`src/rtl/debug_reg_probe.sv`:
```
// debug_reg_probe: turns the register-select PIO value into read requests on
// the core's debug register-file port, captures the returned value with a
// sequence number, and exposes DATA/STATUS/CTRL/TMO on a zero-wait-state
// Avalon-MM slave. The current select is re-read every REFRESH_CYCLES idle
// cycles so the host sees live values.
//
// Optional feature macro: DBG_PROBE_TIMEOUT_EN
//   defined   - a request that sees no dbg_ack within TIMEOUT_CYCLES cycles is
//               abandoned; err is set and the TMO counter increments.
//   undefined - a request waits forever; err and TMO read as constant zero.
module debug_reg_probe #(
    parameter int unsigned REFRESH_CYCLES = 1024,
    parameter int unsigned TIMEOUT_CYCLES = 255
) (
    input  logic        clk,
    input  logic        reset,
    input  logic [4:0]  sel_in,
    output logic        dbg_req,
    output logic [4:0]  dbg_addr,
    input  logic        dbg_ack,
    input  logic [31:0] dbg_data,
    input  logic [1:0]  address,
    input  logic        chipselect,
    input  logic        write_n,
    input  logic [31:0] writedata,
    output logic [31:0] readdata
);

    typedef enum logic {
        ST_IDLE = 1'b0,
        ST_REQ  = 1'b1
    } state_t;

    // Refresh counter runs 0 .. REFRESH_CYCLES-1; the last value is the expiry.
    localparam int unsigned REF_LAST = (REFRESH_CYCLES == 0) ? 0 : REFRESH_CYCLES - 1;
    localparam int          REF_W    = (REFRESH_CYCLES > 1) ? $clog2(REFRESH_CYCLES) : 1;

    localparam logic [1:0] ADDR_DATA   = 2'd0;
    localparam logic [1:0] ADDR_STATUS = 2'd1;
    localparam logic [1:0] ADDR_CTRL   = 2'd2;
    localparam logic [1:0] ADDR_TMO    = 2'd3;

    state_t             state_q;
    logic               dbg_req_q;
    logic [4:0]         dbg_addr_q;
    logic [31:0]        data_q;
    logic [4:0]         cap_sel_q;
    logic               valid_q;
    logic [7:0]         seq_q;
    logic [7:0]         seq_d;
    logic               freeze_q;
    logic [REF_W-1:0]   refresh_cnt_q;

    logic               ctrl_wr;
    logic               capture_wr;
    logic               sel_change;
    logic               refresh_hit;
    logic               auto_trig;
    logic               trigger;

    logic               err_bit;
    logic [7:0]         tmo_val;

    // Writes to the RO addresses are simply not decoded; only CTRL is writable.
    assign ctrl_wr     = chipselect && !write_n && (address == ADDR_CTRL);
    assign capture_wr  = ctrl_wr && writedata[1];
    assign sel_change  = (sel_in != cap_sel_q);
    assign refresh_hit = (REFRESH_CYCLES != 0) && (refresh_cnt_q == REF_W'(REF_LAST));
    // Freeze masks the automatic triggers but never a host capture request.
    assign auto_trig   = !freeze_q && (sel_change || refresh_hit);
    // A capture written while a request is outstanding is dropped here.
    assign trigger     = (state_q == ST_IDLE) && (capture_wr || auto_trig);
    assign seq_d       = seq_q + 8'd1;

`ifdef DBG_PROBE_TIMEOUT_EN
    localparam int unsigned TO_LAST = (TIMEOUT_CYCLES == 0) ? 0 : TIMEOUT_CYCLES - 1;
    localparam int          TO_W    = (TIMEOUT_CYCLES > 1) ? $clog2(TIMEOUT_CYCLES) : 1;

    logic            err_q;
    logic [7:0]      tmo_q;
    logic [TO_W-1:0] to_cnt_q;
    logic            to_hit;

    assign to_hit  = (to_cnt_q == TO_W'(TO_LAST));
    assign err_bit = err_q;
    assign tmo_val = tmo_q;
`else
    // No timeout hardware: err and TMO are tied off.
    localparam int unsigned unused_timeout_cycles = TIMEOUT_CYCLES;
    assign err_bit = 1'b0;
    assign tmo_val = 8'd0;
`endif

    // Main FSM: trigger decode in IDLE, request/capture handshake in REQ.
    always_ff @(posedge clk) begin
        if (reset) begin
            state_q       <= ST_IDLE;
            dbg_req_q     <= 1'b0;
            dbg_addr_q    <= 5'd0;
            data_q        <= 32'd0;
            cap_sel_q     <= 5'd0;
            valid_q       <= 1'b0;
            seq_q         <= 8'd0;
            freeze_q      <= 1'b0;
            refresh_cnt_q <= '0;
`ifdef DBG_PROBE_TIMEOUT_EN
            err_q         <= 1'b0;
            tmo_q         <= 8'd0;
            to_cnt_q      <= '0;
`endif
        end else begin
            if (ctrl_wr) begin
                freeze_q <= writedata[0];
            end

            case (state_q)
                ST_IDLE: begin
                    if (trigger) begin
                        refresh_cnt_q <= '0;
                        dbg_addr_q    <= sel_in;
                        if (sel_in == 5'd0) begin
                            // x0 is hardwired to zero: capture without asking the core.
                            data_q    <= 32'd0;
                            cap_sel_q <= 5'd0;
                            valid_q   <= 1'b1;
                            seq_q     <= seq_d;
                        end else begin
                            state_q   <= ST_REQ;
                            dbg_req_q <= 1'b1;
`ifdef DBG_PROBE_TIMEOUT_EN
                            to_cnt_q  <= '0;
`endif
                        end
                    end else if (refresh_hit) begin
                        // Expiry while frozen is swallowed; restart the interval.
                        refresh_cnt_q <= '0;
                    end else begin
                        refresh_cnt_q <= refresh_cnt_q + 1'b1;
                    end
                end

                ST_REQ: begin
                    // dbg_addr_q is held here even if sel_in moves; the newer
                    // select retriggers from IDLE because it differs from cap_sel.
                    if (dbg_ack) begin
                        data_q    <= dbg_data;
                        cap_sel_q <= dbg_addr_q;
                        valid_q   <= 1'b1;
                        seq_q     <= seq_d;
                        state_q   <= ST_IDLE;
                        dbg_req_q <= 1'b0;
`ifdef DBG_PROBE_TIMEOUT_EN
                        err_q     <= 1'b0;
`endif
                    end
`ifdef DBG_PROBE_TIMEOUT_EN
                    else if (to_hit) begin
                        // Abandon the request; captured data and seq stay as they were.
                        state_q   <= ST_IDLE;
                        dbg_req_q <= 1'b0;
                        err_q     <= 1'b1;
                        if (tmo_q != 8'hFF) begin
                            tmo_q <= tmo_q + 8'd1;
                        end
                    end else begin
                        to_cnt_q <= to_cnt_q + 1'b1;
                    end
`endif
                end
            endcase
        end
    end

    assign dbg_req  = dbg_req_q;
    assign dbg_addr = dbg_addr_q;

    // Zero-wait-state read mux, purely from the word address.
    always_comb begin
        readdata = 32'd0;
        case (address)
            ADDR_DATA:   readdata = data_q;
            ADDR_STATUS: readdata = {8'd0, seq_q, 5'd0, err_bit, (state_q == ST_REQ),
                                     valid_q, 3'd0, cap_sel_q};
            ADDR_CTRL:   readdata = {31'd0, freeze_q};
            ADDR_TMO:    readdata = {24'd0, tmo_val};
            default:     readdata = 32'd0;
        endcase
    end

    // Only CTRL bits [1:0] carry meaning; the rest of the write bus is ignored.
    logic unused_writedata;
    assign unused_writedata = ^writedata[31:2];

endmodule

```
`config.mk`:
```
export PLATFORM = sky130hd
export DESIGN_NAME = debug_reg_probe
export DESIGN_NICKNAME = d
export VERILOG_FILES = /design/src/rtl/debug_reg_probe.sv
export SDC_FILE = /design/constraint.sdc
export NUM_CORES = 1
export LEC_CHECK = 0
export CAP_MARGIN = 40
export CORE_ASPECT_RATIO = 0.6
export CORE_UTILIZATION = 47
export CTS_CLUSTER_DIAMETER = 200
export DETAILED_ROUTE_END_ITERATION = 16
export PLACE_DENSITY_LB_ADDON = 0.3
export SLEW_MARGIN = 20
export SYNTH_ARGS = -nofsm -noshare
export SYNTH_HDL_FRONTEND = slang
export SYNTH_SLANG_ARGS = --single-unit
```
`constraint.sdc`:
```
create_clock -name clk -period 3.2 [get_ports clk]
set_input_delay 0.64 -clock clk [delete_from_list [all_inputs] [get_ports clk]]
set_output_delay 0.64 -clock clk [all_outputs]
set_load 0.02 [all_outputs]
```
==> results of run 1 <==
## area by class of cell
type,count,area (um2)
sequential,64,1280
clock buffer,11,131
multi-input combinational,215,1480
tap,80,100
inverter,3,11.3
timing repair buffer,91,903
fill,484,1760
clock inverter,5,57.6
## per-stage QoR
step | area [um2] | util [%] | std cells | hold WS, ns
after floorplan | 2880 | - | 300 | 0.440
after global placement | 3780 | 66.0 | 453 | 0.452
after detailed placement | 3780 | 66.0 | 453 | 0.453
after CTS | 3970 | 69.3 | 469 | 0.463
after global routing | 3970 | 69.3 | 469 | 0.492
final | 3970 | 69.3 | 469 | 0.463
## power by group through the flow
stage	logic (mW)	registers, mW	clock network, mW
floorplan	0.141	0.873	0
global placement	0.248	0.877	0
detailed placement	0.253	0.878	0
CTS	0.255	0.861	0.673
global route	0.274	0.865	0.716
finish	0.255	0.861	0.660
## cell families after synthesis
| kind of cell | after synthesis | synth area share (%) |
|---|---|---|
| adder cells (fa/ha/maj) | 2 | 0.868 |
| AO/OA/AOI/OAI | 64 | 18.1 |
| XOR/XNOR | 14 | 4.26 |
| AND/OR/NAND/NOR | 112 | 20.1 |
| multiplexers | 23 | 7.99 |
| flip-flops | 64 | 44.5 |
| buffers and inverters | 21 | 4.17 |
## synthesized netlist by cell type (all sizes together), types with 2 or more instances
cell	number	area (um2)
a21oi	7	35.0
a22o	37	324
a22oi	2	15.0
and2	19	121
and3	2	12.5
and4	2	17.5
buf	9	75.1
clkbuf	9	33.8
dfxtp	64	1280
ha	2	25.0
inv	3	11.3
mux2i	23	230
nand2	18	67.6
nand2b	2	12.5
nand3	8	40.0
nand4	2	12.5
nor2	46	189
nor3	5	36.3
o211ai	5	37.5
o21ai	7	46.3
or3	2	17.5
xnor2	2	17.5
xor2	12	105
## worst paths after layout
| path | start | endpoint | slack [ns] | cells past startpoint |
|---|---|---|---|---|
| max | address[0] | readdata[10] | 0.20 | 6 |
| min | dbg_req$_SDFFE_PP0P_ | dbg_req$_SDFFE_PP0P_ | 0.46 | 2 |
| max reg2reg | state_q$_SDFF_PP0_ | data_q[10]$_SDFFE_PP0P_ | 0.90 | 6 |
| min reg2reg | dbg_req$_SDFFE_PP0P_ | dbg_req$_SDFFE_PP0P_ | 0.46 | 2 |
## flip-flops by register name (all words and copies together), names as in the netlist
register / count
state_q: 1
dbg_addr: 5
freeze_q: 1
dbg_req: 1
data_q: 32
seq_q: 8
valid_q: 1
cap_sel_q: 5
refresh_cnt_q: 10
## per-layer routing
metal | wire, um | up-vias
li1 | - | 1240
met1 | 3350 | 1107
met2 | 2830 | 99
met3 | 553 | 11
met4 | 82 | 0
met5 | 0 | -
## worst min-delay path, delay by kind of cell, from the launching register on
kind | cells | cell delay [ns]
compound gates | 1 | 0.05
flops | 1 | 0.31
simple gates | 1 | 0.05
==> metrics.md, run 1 <==
| Metric | Value |
|---|---|
| Antenna violations before repair | `0` |
| Clock power frac | `37.2%` |
| Crit Path Max Fanout | `18` |
| Die width | `103 um` |
| Top delay family on crit path | `buffers and inverters` |
| Die Y-Extent | `62.7 um` |
| Share of the clock period used by the worst path | `93.8%` |
| Relative slew slack | `54.1%` |
| Full die area | `6460 um2` |
| Cells after Synth | `300` |
| H-tree levels | `3` |
| DRT Pass-1 Iters | `5` |
| Internal Power | `1.33 mW` |
| Routability Congestion | `0.801` |
| Top FF cell, synth | `dfxtp_1` |
| Clk_skew | `0.00822 ns` |
| Unique masters post-synth | `43` |
| CP most frequent cell | `clkdlybuf4s50_1` |
| GR Layer Usage met3 | `8.61%` |
| Iter 0 DRT Violations | `134` |
| RSZ-0062 raised after global routing | `no` |
| Number of synthesized flops with an enable pin | `0` |
| IO buf count | `83` |
| Core Rows | `21` |
| Leading cell type in the layout, fill and taps excluded | `clkdlybuf4s50_1` |
| Core Region | `5730 um2` |
| Hold Buf Count CTS | `0` |
| Share of cells above drive strength 1 | `8.48%` |
| PD cells | `447 nW/um2` |
| PnR worst setup slack | `0.198 ns` |
| Fin nets | `462` |
| Maximum capacitance violations | `0` |
| Status | `finished, final reports clean` |
| Post-route ant nets | `0` |
| Diodes inserted | `0` |
| Grt peak-use layer | `met2` |
| GR Util All Layers | `23.2%` |
| Clock Tree Buf Depth | `2` |
| Hold Crit Class | `flip-flop to flip-flop` |
| Cell area after synthesis | `2880 um2` |
| Net count after synthesis | `378` |
| Area grow syn2layout | `37.7%` |
| Skew-Pair Late Insertion Delay | `0.34 ns` |
| Static leakage | `1.56 nW` |
| Crit path cell chain | `clkdlybuf4s50_1 -> buf_12 -> nor2_1 -> buf_4 -> and2_1 -> clkdlybuf4s50_1` |
| Crit. End Element | `output pin` |
| Place WS | `0.220 ns` |
| Post-CTS Setup Bufs | `0` |
| Switch Pwr | `0.449 mW` |
| Total CTS buffers | `9` |
| Aggregate global routing overflow | `0` |
| WS Path Type | `input port to output pin` |
| Sequential share of power | `48.5%` |
| Via density per instance | `5.24` |
| Setup_tns | `0 ns` |
| Starting Density | `50.3%` |
| Most frequent cells in the layout | `83 x clkdlybuf4s50_1, 64 x dfxtp_1, 44 x nor2_1` |
| Combinational power share | `14.3%` |
| DRC | `0` |
| Post-detail-place hpwl | `4930 um` |
| First-pass GRT wire length | `11,400 um` |
| Register bit count reported by yosys | `64` |
| Critical path buffer and inverter count | `4` |
| Average cell area after synthesis | `9.61 um2` |
| Io pins | `114` |
| Asr flop ratio synth | `0%` |
| Period minus WS final | `3.00 ns` |
| Reg clk slew, reported paths | `0.07 ns` |
| Vias in the first global route | `2,412` |
| Routed length per instance | `14.5 um` |
| F_max | `333 MHz` |
| Crit path required time | `2.56 ns` |
| Crit-path slowest cell | `clkdlybuf4s50_1` |
| Grt met2 use | `33.1%` |
| Clock sink total | `64` |
| Clk root buf | `clkbuf_8` |
| Slowest Stage Delay on Critical Path | `0.60 ns` |
| CTS tree | `built` |
| Number of synthesis warnings | `0` |
| Seq/Total Area, Yosys | `44.5%` |
| DR vias | `2,457` |
| Slew Limit Fails | `0` |
| Worst-margin pin slew | `0.688 ns` |
| WP data arrival | `2.36 ns` |
| Switching Share | `25.3%` |
| Largest net degree at the start of global routing | `38` |
| DRT Wirelength | `6810 um` |
| Max VDD drop | `269 uV` |
| Total Power | `1.78 mW` |
| Startpoint types | `input port` |
| Met1 GRT Util | `32.0%` |
| Setup Viol. Count Final | `0` |
| Cts repair resizes | `0` |
| Final Hold Fails | `0` |
Note: power is estimated with default switching activity, not from simulation.
==> run 2, diff against run 1 <==
--- a/config.mk
+++ b/config.mk
@@ -7,7 +7,7 @@
 export LEC_CHECK = 0
 export CAP_MARGIN = 40
 export CORE_ASPECT_RATIO = 0.6
-export CORE_UTILIZATION = 47
+export CORE_UTILIZATION = 39
 export CTS_CLUSTER_DIAMETER = 200
 export DETAILED_ROUTE_END_ITERATION = 16
 export PLACE_DENSITY_LB_ADDON = 0.3
==> constraint.sdc (replaced) <==
create_clock -name clk -period 2.52 [get_ports clk]
set_input_delay 0.504 -clock clk [delete_from_list [all_inputs] [get_ports clk]]
set_output_delay 0.504 -clock clk [all_outputs]
set_load 0.02 [all_outputs]
==> run 2 against run 1 <==
- largest power group is now the clock network
- sequential power grew 27%
- global-route usage shrank 2.7 points
- critical path depth shrank 2
- via count grew 3.3%
- die area grew 20%
- register-to-register slack lost 0.43 ns
- final area grew 6.7%
- routed wire length grew 8.1%
- clock skew shrank 0.0011 ns
- clock-buffer cell count shrank 1
==> metrics.md, run 2 (synthesis results as in run 1) <==
| Metric | Value |
|---|---|
| Hold Crit Start | `dbg_req$_SDFFE_PP0P_` |
| Slowest Stage Delay on Critical Path | `0.63 ns` |
| IO buf count | `83` |
| Post-detail-place hpwl | `5200 um` |
| Diodes inserted | `0` |
| PD cells | `686 nW/um2` |
| Io pins | `114` |
| CP most frequent cell | `clkdlybuf4s50_1` |
| Clock sink total | `64` |
| Top delay family on crit path | `buffers and inverters` |
| DRT Wirelength | `7370 um` |
| Reg-to-reg endpoint | `data_q[19]$_SDFFE_PP0P_` |
| WP data arrival | `1.92 ns` |
| Hold Crit Class | `flip-flop to flip-flop` |
| Die Y-Extent | `68.6 um` |
| Slew Limit Fails | `0` |
| Largest net degree at the start of global routing | `23` |
| Max reg flops | `32` |
| Top flop regs | `data_q (32), refresh_cnt_q (10), seq_q (8)` |
| Static leakage | `1.80 nW` |
| Crit path cell chain | `clkdlybuf4s50_1 -> buf_4 -> nor2_1 -> clkdlybuf4s50_1` |
| Origin of the critical flop-to-flop path | `refresh_cnt_q[0]$_SDFFE_PP0N_` |
| Skew-Pair Late Insertion Delay | `0.33 ns` |
| PnR worst setup slack | `0.0936 ns` |
| Startpoint types | `input port` |
| Crit. Startpoint | `address[1]` |
| Clk root buf | `clkbuf_16` |
| Crit Path Max Fanout | `10` |
| Area grow syn2layout | `47.0%` |
| Full die area | `7750 um2` |
| Share of the clock period used by the worst path | `96.3%` |
| Share of cells above drive strength 1 | `11.9%` |
| GR Util All Layers | `20.5%` |
| Final Hold Fails | `0` |
| Routability Congestion | `0.781` |
| Clock Tree Buf Depth | `2` |
| WS Path Type | `input port to output pin` |
| Util after Layout | `61.3%` |
| Fin nets | `475` |
| Iter 0 DRT Violations | `137` |
| Worst hold stages | `2` |
| DR vias | `2,539` |
| Top reg by flops | `data_q` |
| WHS Endpoint | `dbg_req$_SDFFE_PP0P_` |
| First-pass GRT wire length | `12,000 um` |
| Post-route ant nets | `0` |
| F_max | `412 MHz` |
| Hold Buf Count CTS | `0` |
| Maximum capacitance violations | `0` |
| Total Power | `2.91 mW` |
| Clk_skew | `0.00710 ns` |
| Crit path required time | `2.02 ns` |
| DRC | `0` |
| R2R cell count | `8` |
| Starting Density | `41.7%` |
| Crit-path slowest cell | `clkdlybuf4s50_1` |
| Reg clk slew, reported paths | `0.05 ns` |
| Worst-margin pin slew | `0.444 ns` |
| Critical path buffer and inverter count | `3` |
| Vias in the first global route | `2,474` |
| Die width | `113 um` |
| Status | `finished, final reports clean` |
| RSZ-0062 raised after global routing | `no` |
| Core Region | `6910 um2` |
| Crit. End Element | `output pin` |
| Antenna violations before repair | `0` |
| Period minus WS final | `2.43 ns` |
| Core Rows | `23` |
| Setup Viol. Count Final | `0` |
| Total CTS buffers | `9` |
| Via density per instance | `5.19` |
| Most frequent cells in the layout | `64 x dfxtp_1, 64 x clkdlybuf4s50_1, 44 x nor2_1` |
| Relative slew slack | `70.3%` |
| Routed length per instance | `15.1 um` |
| CTS tree | `built` |
| Max VDD drop | `378 uV` |
| Crit. path cell count | `4` |
| DRT Pass-1 Iters | `4` |
| Reg2reg setup slack | `0.47 ns` |
| H-tree levels | `3` |
| Min Hold Slack | `0.464 ns` |
| Aggregate global routing overflow | `0` |
| Place WS | `-0.202 ns` |
run 2: cell types whose count changed in the layout (fill, tap and decap cells not counted):
cell             before  now
buf_6                 0    1
buf_12                1    2
clkdlybuf4s50_1      83   64
clkinv_2              2    0
inv_6                 0    1
bufinv_16             1    3
clkbuf_16             0    9
clkinv_4              2    1
buf_4                 7   18
dlygate4sd2_1         0   18
clkinvlp_4            0    1
clkbuf_1              2    0
clkbuf_8              9    1
dlymetal6s2s_1        0    1
run 2: per-stage QoR:
step                      TNS (ns)  std cells  area (um2)
final                            0        489        4240
after global routing             0        489        4240
after CTS                        0        489        4230
after detailed placement     -6.52        473        3900
after global placement       -5.19        473        3900
after floorplan                  0        300        2880
run 2: timing repair:
item,CTS,global route
setup endpoints to repair,31,1
gates resized for setup,19,1
setup buffers,0,0
run 2: layout make-up:
cell class / instances / area, um2
fill: 590 / 2670
sequential: 64 / 1280
tap: 87 / 109
inverter: 3 / 11.3
clock buffer: 10 / 239
clock inverter: 6 / 115
multi-input combinational: 215 / 1480
timing repair buffer: 104 / 997
run 2: per-layer routing:
| metal | vias up | share of wire [%] | global-route usage, % |
|---|---|---|---|
| li1 | 1264 | - | - |
| met1 | 1198 | 49 | 25.9 |
| met2 | 71 | 43 | 32.4 |
| met3 | 6 | 7.3 | 8.30 |
| met4 | 0 | 0.72 | 6.58 |
| met5 | - | 0 | 0 |
run 2: worst reg2reg max path: cells and delay by family (launching register included):
family,cells,cell delay (ns)
simple gates,4,0.70
compound gates,2,0.42
flops,1,0.37
fa+ha+maj,1,0.27
buf+inv,1,0.17
run 2: worst max path at each step:
| stage | end | slack (ns) |
|---|---|---|
| CTS | readdata[0] | 0.01 |
| global route | readdata[20] | 0.02 |
| global placement | readdata[19] | -0.20 |
| finish | readdata[18] | 0.09 |
| detailed placement | readdata[19] | -0.20 |
| floorplan | data_q[0]$_SDFFE_PP0P_ | 0.50 |
run 2: power by group:
| part | leakage [nW] | internal, mW | switching, mW |
|---|---|---|---|
| registers | 0.521 | 1.06 | 0.0332 |
| clock network | 0.169 | 0.998 | 0.470 |
| logic | 1.11 | 0.189 | 0.161 |
